## src/rtl/sram_burst_reader.sv

```systemverilog
// AXI4 INCR read-burst master: splits a (byte address, word count) command into
// 4 KB-safe bursts and streams the returned words through a credit-checked FIFO.
module sram_burst_reader #(
    parameter int unsigned ADDR_WIDTH = 32,
    parameter int unsigned DATA_WIDTH = 32,
    parameter int unsigned MAX_BURST  = 16,
    parameter int unsigned FIFO_DEPTH = 32,
    parameter int unsigned CNT_WIDTH  = 16
) (
    input  logic                  clock,
    input  logic                  reset,
    input  logic                  cmd_valid,
    output logic                  cmd_ready,
    input  logic [ADDR_WIDTH-1:0] cmd_addr,
    input  logic [CNT_WIDTH-1:0]  cmd_len,
    output logic                  out_valid,
    input  logic                  out_ready,
    output logic [DATA_WIDTH-1:0] out_data,
    output logic                  out_last,
    output logic                  done,
    output logic                  err,
    output logic [ADDR_WIDTH-1:0] SRAM_ARADDR,
    output logic [3:0]            SRAM_ARID,
    output logic                  SRAM_ARVALID,
    input  logic                  SRAM_ARREADY,
    output logic [7:0]            SRAM_ARLEN,
    output logic [2:0]            SRAM_ARSIZE,
    output logic [1:0]            SRAM_ARBURST,
    input  logic [DATA_WIDTH-1:0] SRAM_RDATA,
    input  logic [1:0]            SRAM_RRESP,
    input  logic                  SRAM_RVALID,
    output logic                  SRAM_RREADY,
    input  logic [3:0]            SRAM_RID,
    input  logic                  SRAM_RLAST
);

    localparam int unsigned PTR_W  = $clog2(FIFO_DEPTH);
    localparam int unsigned FCNT_W = PTR_W + 1;
    localparam int unsigned BEAT_W = 9;

    typedef enum logic [2:0] {IDLE, WAIT_SPACE, ADDR, DATA, DRAIN} state_t;

    state_t                  state;
    logic [ADDR_WIDTH-1:0]   addr;
    logic [CNT_WIDTH-1:0]    remaining;
    logic [BEAT_W-1:0]       beats;
    logic [BEAT_W-1:0]       beat_left;

    logic [DATA_WIDTH:0]     mem [FIFO_DEPTH];
    logic [PTR_W-1:0]        wr_ptr;
    logic [PTR_W-1:0]        rd_ptr;
    logic [FCNT_W-1:0]       count;

    logic [CNT_WIDTH-1:0]    want_c;
    logic [12:0]             gap_c;
    logic [10:0]             room_c;
    logic [BEAT_W-1:0]       beats_c;
    logic                    fits_c;
    logic                    push_c;
    logic                    pop_c;
    logic                    final_beat_c;
    logic                    last_tag_c;
    logic [FCNT_W-1:0]       count_after_pop_c;
    logic [FCNT_W-1:0]       count_next_c;
    logic [PTR_W-1:0]        rd_ptr_next_c;
    logic [DATA_WIDTH:0]     head_c;
    logic                    unused_ok;

    assign SRAM_ARID    = 4'h0;
    assign SRAM_ARSIZE  = 3'b010;
    assign SRAM_ARBURST = 2'b01;
    assign unused_ok    = ^{SRAM_RID, SRAM_RRESP[0], cmd_addr[1:0]};

    // Burst sizing: remaining words, MAX_BURST, and words left before the 4 KB page end.
    assign want_c  = (remaining < CNT_WIDTH'(MAX_BURST)) ? remaining : CNT_WIDTH'(MAX_BURST);
    assign gap_c   = 13'd4096 - 13'(addr[11:0]);
    assign room_c  = gap_c[12:2];
    assign beats_c = (32'(want_c) < 32'(room_c)) ? BEAT_W'(want_c) : BEAT_W'(room_c);
    assign fits_c  = (32'(count) + 32'(beats_c)) <= FIFO_DEPTH;

    assign push_c       = (state == DATA) && SRAM_RVALID && SRAM_RREADY;
    assign pop_c        = out_valid && out_ready;
    assign final_beat_c = (beat_left == BEAT_W'(1));
    assign last_tag_c   = (remaining == CNT_WIDTH'(1));

    assign count_after_pop_c = count - FCNT_W'(pop_c);
    assign count_next_c      = count_after_pop_c + FCNT_W'(push_c);
    assign rd_ptr_next_c     = rd_ptr + PTR_W'(pop_c);
    // An incoming beat into an otherwise empty FIFO becomes the head directly.
    assign head_c = (push_c && (count_after_pop_c == '0)) ? {last_tag_c, SRAM_RDATA}
                                                          : mem[rd_ptr_next_c];

    always_ff @(posedge clock) begin
        if (push_c) begin
            mem[wr_ptr] <= {last_tag_c, SRAM_RDATA};
        end
    end

    // FIFO pointers and registered head
    always_ff @(posedge clock or posedge reset) begin
        if (reset) begin
            wr_ptr    <= '0;
            rd_ptr    <= '0;
            count     <= '0;
            out_valid <= 1'b0;
            out_data  <= '0;
            out_last  <= 1'b0;
        end else begin
            if (push_c) begin
                wr_ptr <= wr_ptr + PTR_W'(1);
            end
            rd_ptr    <= rd_ptr_next_c;
            count     <= count_next_c;
            out_valid <= (count_next_c != '0);
            if (count_next_c != '0) begin
                {out_last, out_data} <= head_c;
            end
        end
    end

    // Command / burst sequencer
    always_ff @(posedge clock or posedge reset) begin
        if (reset) begin
            state        <= IDLE;
            cmd_ready    <= 1'b1;
            SRAM_ARVALID <= 1'b0;
            SRAM_ARADDR  <= '0;
            SRAM_ARLEN   <= '0;
            SRAM_RREADY  <= 1'b0;
            done         <= 1'b0;
            err          <= 1'b0;
            addr         <= '0;
            remaining    <= '0;
            beats        <= '0;
            beat_left    <= '0;
        end else begin
            done <= 1'b0;
            case (state)
                IDLE: begin
                    if (cmd_valid && cmd_ready) begin
                        addr      <= {cmd_addr[ADDR_WIDTH-1:2], 2'b00};
                        remaining <= cmd_len;
                        err       <= 1'b0;
                        if (cmd_len == '0) begin
                            done <= 1'b1;
                        end else begin
                            cmd_ready <= 1'b0;
                            state     <= WAIT_SPACE;
                        end
                    end
                end
                WAIT_SPACE: begin
                    if (fits_c) begin
                        beats        <= beats_c;
                        SRAM_ARADDR  <= addr;
                        SRAM_ARLEN   <= 8'(beats_c - BEAT_W'(1));
                        SRAM_ARVALID <= 1'b1;
                        state        <= ADDR;
                    end
                end
                ADDR: begin
                    if (SRAM_ARREADY) begin
                        SRAM_ARVALID <= 1'b0;
                        SRAM_RREADY  <= 1'b1;
                        beat_left    <= beats;
                        state        <= DATA;
                    end
                end
                DATA: begin
                    if (push_c) begin
                        remaining <= remaining - CNT_WIDTH'(1);
                        beat_left <= beat_left - BEAT_W'(1);
                        // Beat count is authoritative; RLAST only flags protocol errors.
                        if (SRAM_RRESP[1] || (SRAM_RLAST != final_beat_c)) begin
                            err <= 1'b1;
                        end
                        if (final_beat_c) begin
                            SRAM_RREADY <= 1'b0;
                            addr        <= addr + ADDR_WIDTH'({beats, 2'b00});
                            state       <= last_tag_c ? DRAIN : WAIT_SPACE;
                        end
                    end
                end
                DRAIN: begin
                    if (count == '0) begin
                        done      <= 1'b1;
                        cmd_ready <= 1'b1;
                        state     <= IDLE;
                    end
                end
                default: state <= IDLE;
            endcase
        end
    end

endmodule

```

## config.mk

```make
export PLATFORM = sky130hd
export DESIGN_NAME = sram_burst_reader
export DESIGN_NICKNAME = d
export VERILOG_FILES = /design/src/rtl/sram_burst_reader.sv
export SDC_FILE = /design/constraint.sdc
export NUM_CORES = 2
export LEC_CHECK = 0
export ABC_AREA = 1
export BUFFER_PORTS_ARGS = -buffer_cell sky130_fd_sc_hd__buf_2
export CAP_MARGIN = 30
export CORE_ASPECT_RATIO = 1.1
export CORE_MARGIN = 2
export CORE_UTILIZATION = 45
export CTS_BUF_LIST = sky130_fd_sc_hd__clkbuf_2 sky130_fd_sc_hd__clkbuf_4 sky130_fd_sc_hd__clkbuf_8
export DETAILED_ROUTE_END_ITERATION = 6
export SETUP_SLACK_MARGIN = 0.3
export SYNTH_ARGS = -nofsm -noshare
export SYNTH_HDL_FRONTEND = slang
export SYNTH_SLANG_ARGS = --single-unit
```

## constraint.sdc

```tcl
create_clock -name clock -period 8.3 [get_ports clock]
set_input_delay 0.415 -clock clock [delete_from_list [all_inputs] [get_ports clock]]
set_output_delay 0.415 -clock clock [all_outputs]
set_load 0.02 [all_outputs]
```

* Word-level counts from Yosys, hierarchy flattened
Memory sizes are Yosys's and may differ from the RTL's. Index checks and enable logic that the tools add are counted.
Cells by class: add/sub/neg operators 10, magnitude comparators 3, equality and inequality tests 15, multiplexer cells 43, reduce and logical (&&, ||, !) cells 24
Operator list (number):
- $mux W32 | 3
- $pmux W32 S2 | 1
- $mux W16 | 3
- $mux W33 | 1
- $add A32 B11 Y32 | 1
- $pmux W16 S2 | 1
- $mux W9 | 3
- $mux W3 | 8
- $pmux W9 S2 | 1
- $eq A16 B1 Y1 const B | 1
- $logic_not A16 Y1 | 1
- $lt A16 B11 Y1 | 1
- $lt A16 B5 Y1 const B | 1
- $mux W1 | 16
- $reduce_and A4 Y1 | 4
- $sub A16 B1 Y16 const B | 1
- $pmux W3 S5 | 1
- $ne A2 B2 Y1 const B | 7
- $sub A13 B12 Y13 const A | 1
- $logic_not A6 Y1 | 2
- $add A6 B9 Y10 | 1
- $le A10 B6 Y1 const B | 1
- $pmux W1 S2 | 5
- $eq A9 B1 Y1 const B | 1
- 19 further kinds | 29
Word-level totals: register bits after elaboration 164, bits in writable memories 1056, bits of input ports 93, output and inout bits 88, word-level logic and storage cells 114, memories kept 1
Memory list:
- mem | depth 32, bits a word 33, read ports 1, clocked after memory_dff 0, wr ports 1, RTL line 49 | logic [DATA_WIDTH:0] mem [FIFO_DEPTH];

* Longest topological paths before layout
depth in word-level cells 8, depth in mapped cells 34, depth with buffers taken out 33

* Worst setup path after synthesis
No wires, ideal clock.
path type reg2reg, start register addr[2], end register SRAM_ARLEN[2], setup time 120 ps, arrival 4059 ps, data required time 8180 ps, setup slack 4120 ps, stages on the path, launching flop included 32, clock period less this slack 4180 ps, path through dfrtp_1 > nor3_1 > nand3_1 > o21ai_0 > o21ai_0 > ha_1 > nand2_1 > nor2_1 > a211oi_1 > nand2_2 > nand2_4 > nand2_4 > nand2_1 > nand2_1 > inv_1 > ha_1 > inv_1 > fa_1 > nor2_1 > a221oi_1 > nor2_1 > o21ai_0 > nor2_1 > nand2_1 > nand3_1 > nand2_1 > inv_2 > nand3_4 > buf_6 > buf_6 > nand2_1 > nand2_1
On the way: word-level cells in the longest chain between the ends 6
Ends and longest elaborated chain:
- from (decl) | RTL line 44 | logic [ADDR_WIDTH-1:0] addr;
- from (signal assigned) | RTL line 141 | addr <= {cmd_addr[ADDR_WIDTH-1:2], 2'b00};
- from (signal assigned) | RTL line 179 | addr <= addr + ADDR_WIDTH'({beats, 2'b00});
- $sub A13 B12 Y13 (*) | RTL line 76 | assign gap_c = 13'd4096 - 13'(addr[11:0]);
- $lt A16 B11 Y1 | RTL line 78 | assign beats_c = (32'(want_c) < 32'(room_c)) ? BEAT_W'(want_c) : BEAT_W'(room_c);
- $mux W9 (*) | RTL line 78
- named net beats_c[0] | RTL line 57 | logic [BEAT_W-1:0] beats_c;
- $add A6 B9 Y10 | RTL line 79 | assign fits_c = (32'(count) + 32'(beats_c)) <= FIFO_DEPTH;
- $le A10 B6 Y1 | RTL line 79
- $reduce_and A2 Y1 (no line)
- to (signal assigned) | RTL line 156 | SRAM_ARLEN <= 8'(beats_c - BEAT_W'(1));
- to (decl) | RTL line 26 | output logic [7:0] SRAM_ARLEN,
The timed path passes the listed nets; every way through them passes the cells marked *. A chain may end at the register's enable or synchronous reset.

* Worst setup path after layout
start register addr[2], end register SRAM_ARLEN[0]
Same word-level chain as after synthesis.

==> results.json <==
{
  "status": "completed",
  "cts_tree": "built",
  "area_delta_synth_final_pct": 14.6,
  "finalMaxSlewViolations": 0,
  "synthCells": 4067,
  "core_area_sq_um": 111000,
  "vias": 34677,
  "ant_nets": 0,
  "wl_microns": 146000,
  "critPathMostFrequentCell": "nand2_1",
  "path_class": "flop to flop",
  "antenna_found_initial": 5,
  "drt_iter0_markers": 3540,
  "grt_usage_pct": 25.3,
  "finalClockSkew_ns": 0.0672,
  "rsz0062_at_grt": "no",
  "clkSlewWorstSetupHoldPaths_ns": 0.06,
  "fin_tns_setup_ns": 0,
  "initial_core_util_pct": 45.3,
  "grt_max_degree": 207,
  "netlist.area_leader.share_pct": 63.2,
  "drc": 0,
  "hold_viol": 0,
  "setup_violations": 0,
  "dp_hpwl_microns": 74600,
  "drive_gt1_share_pct": 14.0,
  "fillers": 9519,
  "synth_commonest_cells": "1056 x edfxtp_1, 676 x nor2_1, 647 x o21ai_0, 257 x nand3_1, 247 x nand2_1",
  "end_kind": "flop",
  "die_h_microns": 354,
  "cp_slowest_cell": "nand3_4",
  "synth-seq-area-share_pct": 71.2,
  "hold_class": "primary input to asynchronous set/reset pin",
  "startpoint_type": "flop",
  "dieArea_sq_um": 114000,
  "critPathMaxStageDelay_ns": 0.63,
  "max_slew_margin_pct": 23.1,
  "synth_edf_count": 1056,
  "place_congestion": 0.831,
  "numCtsBuffers": 193,
  "multi_input_area_sq_um": 13100,
  "synth_cell_types": 58,
  "critical_path_arrival_ns": 6.36,
  "synthesis.area_sq_um": 50100,
  "postCtsSetupRepairBufs": 0,
  "ys_top_cells_by_area": "edfxtp_1 63%, dfrtp_1 7.9%, o21ai_0 6.5%, nor2_1 5.1%, o221ai_1 4.3%",
  "rrSetupSlack_ns": 2.68,
  "ys_ff_latch": 1216,
  "crit_fanout": 80,
  "fin_crit_sh_pct": 67.7,
  "powerDensity_nw_per_um2": 368,
  "grt_pass1_wl_microns": 214000,
  "io_pins": 181,
  "gr-total-overflow": 0,
  "ys.flop_type": "edfxtp_1",
  "clockRootBuffer": "clkbuf_8",
  "post-synth-top-area-cell": "edfxtp_1",
  "avgSynthCellArea_sq_um": 12.3,
  "tightest_slew_ns": 1.15,
  "async_flop_share_pct": 13.2,
  "clockBufferDepth": 3,
  "ys.warnings.count": 0,
  "vdd_drop_max_v": 0.000454,
  "finalCriticalPeriod_ns": 5.62,
  "die_x_microns": 322,
  "drtPass1Iterations": 5,
  "wl_per_cell_microns": 24.4,
  "drv_cap": 0,
  "grt_pass1_vias": 33225,
  "p_leak_nw": 19.9,
  "crit_buf_inv": 3,
  "worst_hold_slack_ns": 0.114,
  "h-tree-depth": 4,
  "total_power_mw": 21.1,
  "critical-path-top-delay-family": "simple AND/OR/NAND/NOR gates",
  "io_buffers": 162,
  "critPathRequiredTime_ns": 9.04,
  "final_nets": 4452,
  "rows": 128,
  "cts_sinks": 1216,
  "avgViaCountPerCell": 5.81,
  "seqCellArea_sq_um": 35700,
  "clock_latency_ns": 0.91,
  "post-synth-top-count-cell": "edfxtp_1",
  "clock.fmax_ghz": 0.178
}
-- final cells by class --
type	instances	share of cell area (%)
timing repair buffer	314	3.97
antenna	2	0.00871
multi-input combinational	2438	22.8
tap	1495	3.26
sequential	1216	62.2
clock inverter	75	0.795
inverter	150	1.02
clock buffer	283	5.93
-- flip-flops by register name, indices dropped and copies added, names as in the netlist, 3 cells and up --
register / cells
count: 6
beats: 9
remaining: 16
state: 3
mem: 1056
addr: 30
rd_ptr: 5
out_data: 32
SRAM_ARADDR: 30
wr_ptr: 5
beat_left: 9
SRAM_ARLEN: 8
-- cell families (layout without fill, tap and decap cells) --
family                   after synthesis  in the layout  share of synthesized area, %
other                                  2             19                        0.0150
AO/OA/AOI/OAI                       1093           1093                          13.2
multiplexers                           2              2                        0.0424
AND/OR/NAND/NOR                     1243           1243                          10.3
flip-flops                          1216           1216                          71.2
buffers and inverters                428            822                          3.38
adder cells (fa/ha/maj)               46             46                          1.18
XOR/XNOR                              37             37                         0.646
-- final timing paths --
check	from	to	cells after the start
min in group clock	cmd_addr[27]	addr[27]$_DFFE_PP0P_	4
worst max-delay path	addr[2]$_DFFE_PP0P_	SRAM_ARLEN[0]$_DFFE_PP0P_	28
worst max register to register	addr[2]$_DFFE_PP0P_	SRAM_ARLEN[0]$_DFFE_PP0P_	28
worst min-delay path	reset	out_data[0]$_DFFE_PP0P_	3
max in group asynchronous	reset	state[1]$_DFFE_PP0P_	5
worst min register to register	SRAM_ARADDR[16]$_DFFE_PP0P_	SRAM_ARADDR[16]$_DFFE_PP0P_	2
-- worst min-delay path: cells and delay by family --
kind	cells	cell delay [ns]
buf+inv	3	1.03
-- report_power, final --
part	internal [mW]	total [mW]	switching (mW)
Clock	2.69	5.08	2.40
Combinational	2.58	8.57	6.00
Sequential	7.11	7.45	0.347
Total	12.4	21.1	8.74
-- stage by stage --
| step | instance area, sq um | std cells | worst slack [ns] | util [%] |
|---|---|---|---|---|
| 5_1_grt | 57400 | 5972 | 1.97 | 51.9 |
| 3_3_place_gp | 52700 | 5526 | 2.65 | 47.6 |
| 3_5_place_dp | 52700 | 5527 | 2.66 | 47.6 |
| 2_1_floorplan | 50200 | 4082 | 3.57 | - |
| 4_1_cts | 57400 | 5970 | 2.62 | 51.9 |
| 6_report | 57400 | 5973 | 2.68 | 51.9 |
-- repair_timing --
action                                 in CTS  in global routing
setup endpoints to repair                   0                  0
hold buffers                               85                  0
gates resized for setup                     0                  0
endpoints found under the hold margin     992                  0
-- cells in the final DEF, fill, tap and decap left out, drive strengths merged, types with 36 or more instances in the layout --
cell type / count
nand2: 251
clkbuf: 283
a21oi: 94
o221ai: 246
o22ai: 36
clkinv: 65
inv: 157
ha: 44
o21ai: 667
nor2: 680
dlygate4sd3: 85
edfxtp: 1056
buf: 229
dfrtp: 159
nand3: 260
-- per-layer routing --
metal,share of wire (%),up-vias,GRT usage (%)
met5,0.011,-,0
met4,3.0,2,8.93
met3,7.9,272,4.35
met2,48,1569,40.9
met1,42,17250,34.7
li1,-,15584,-
(Power assumes the default switching activity.)
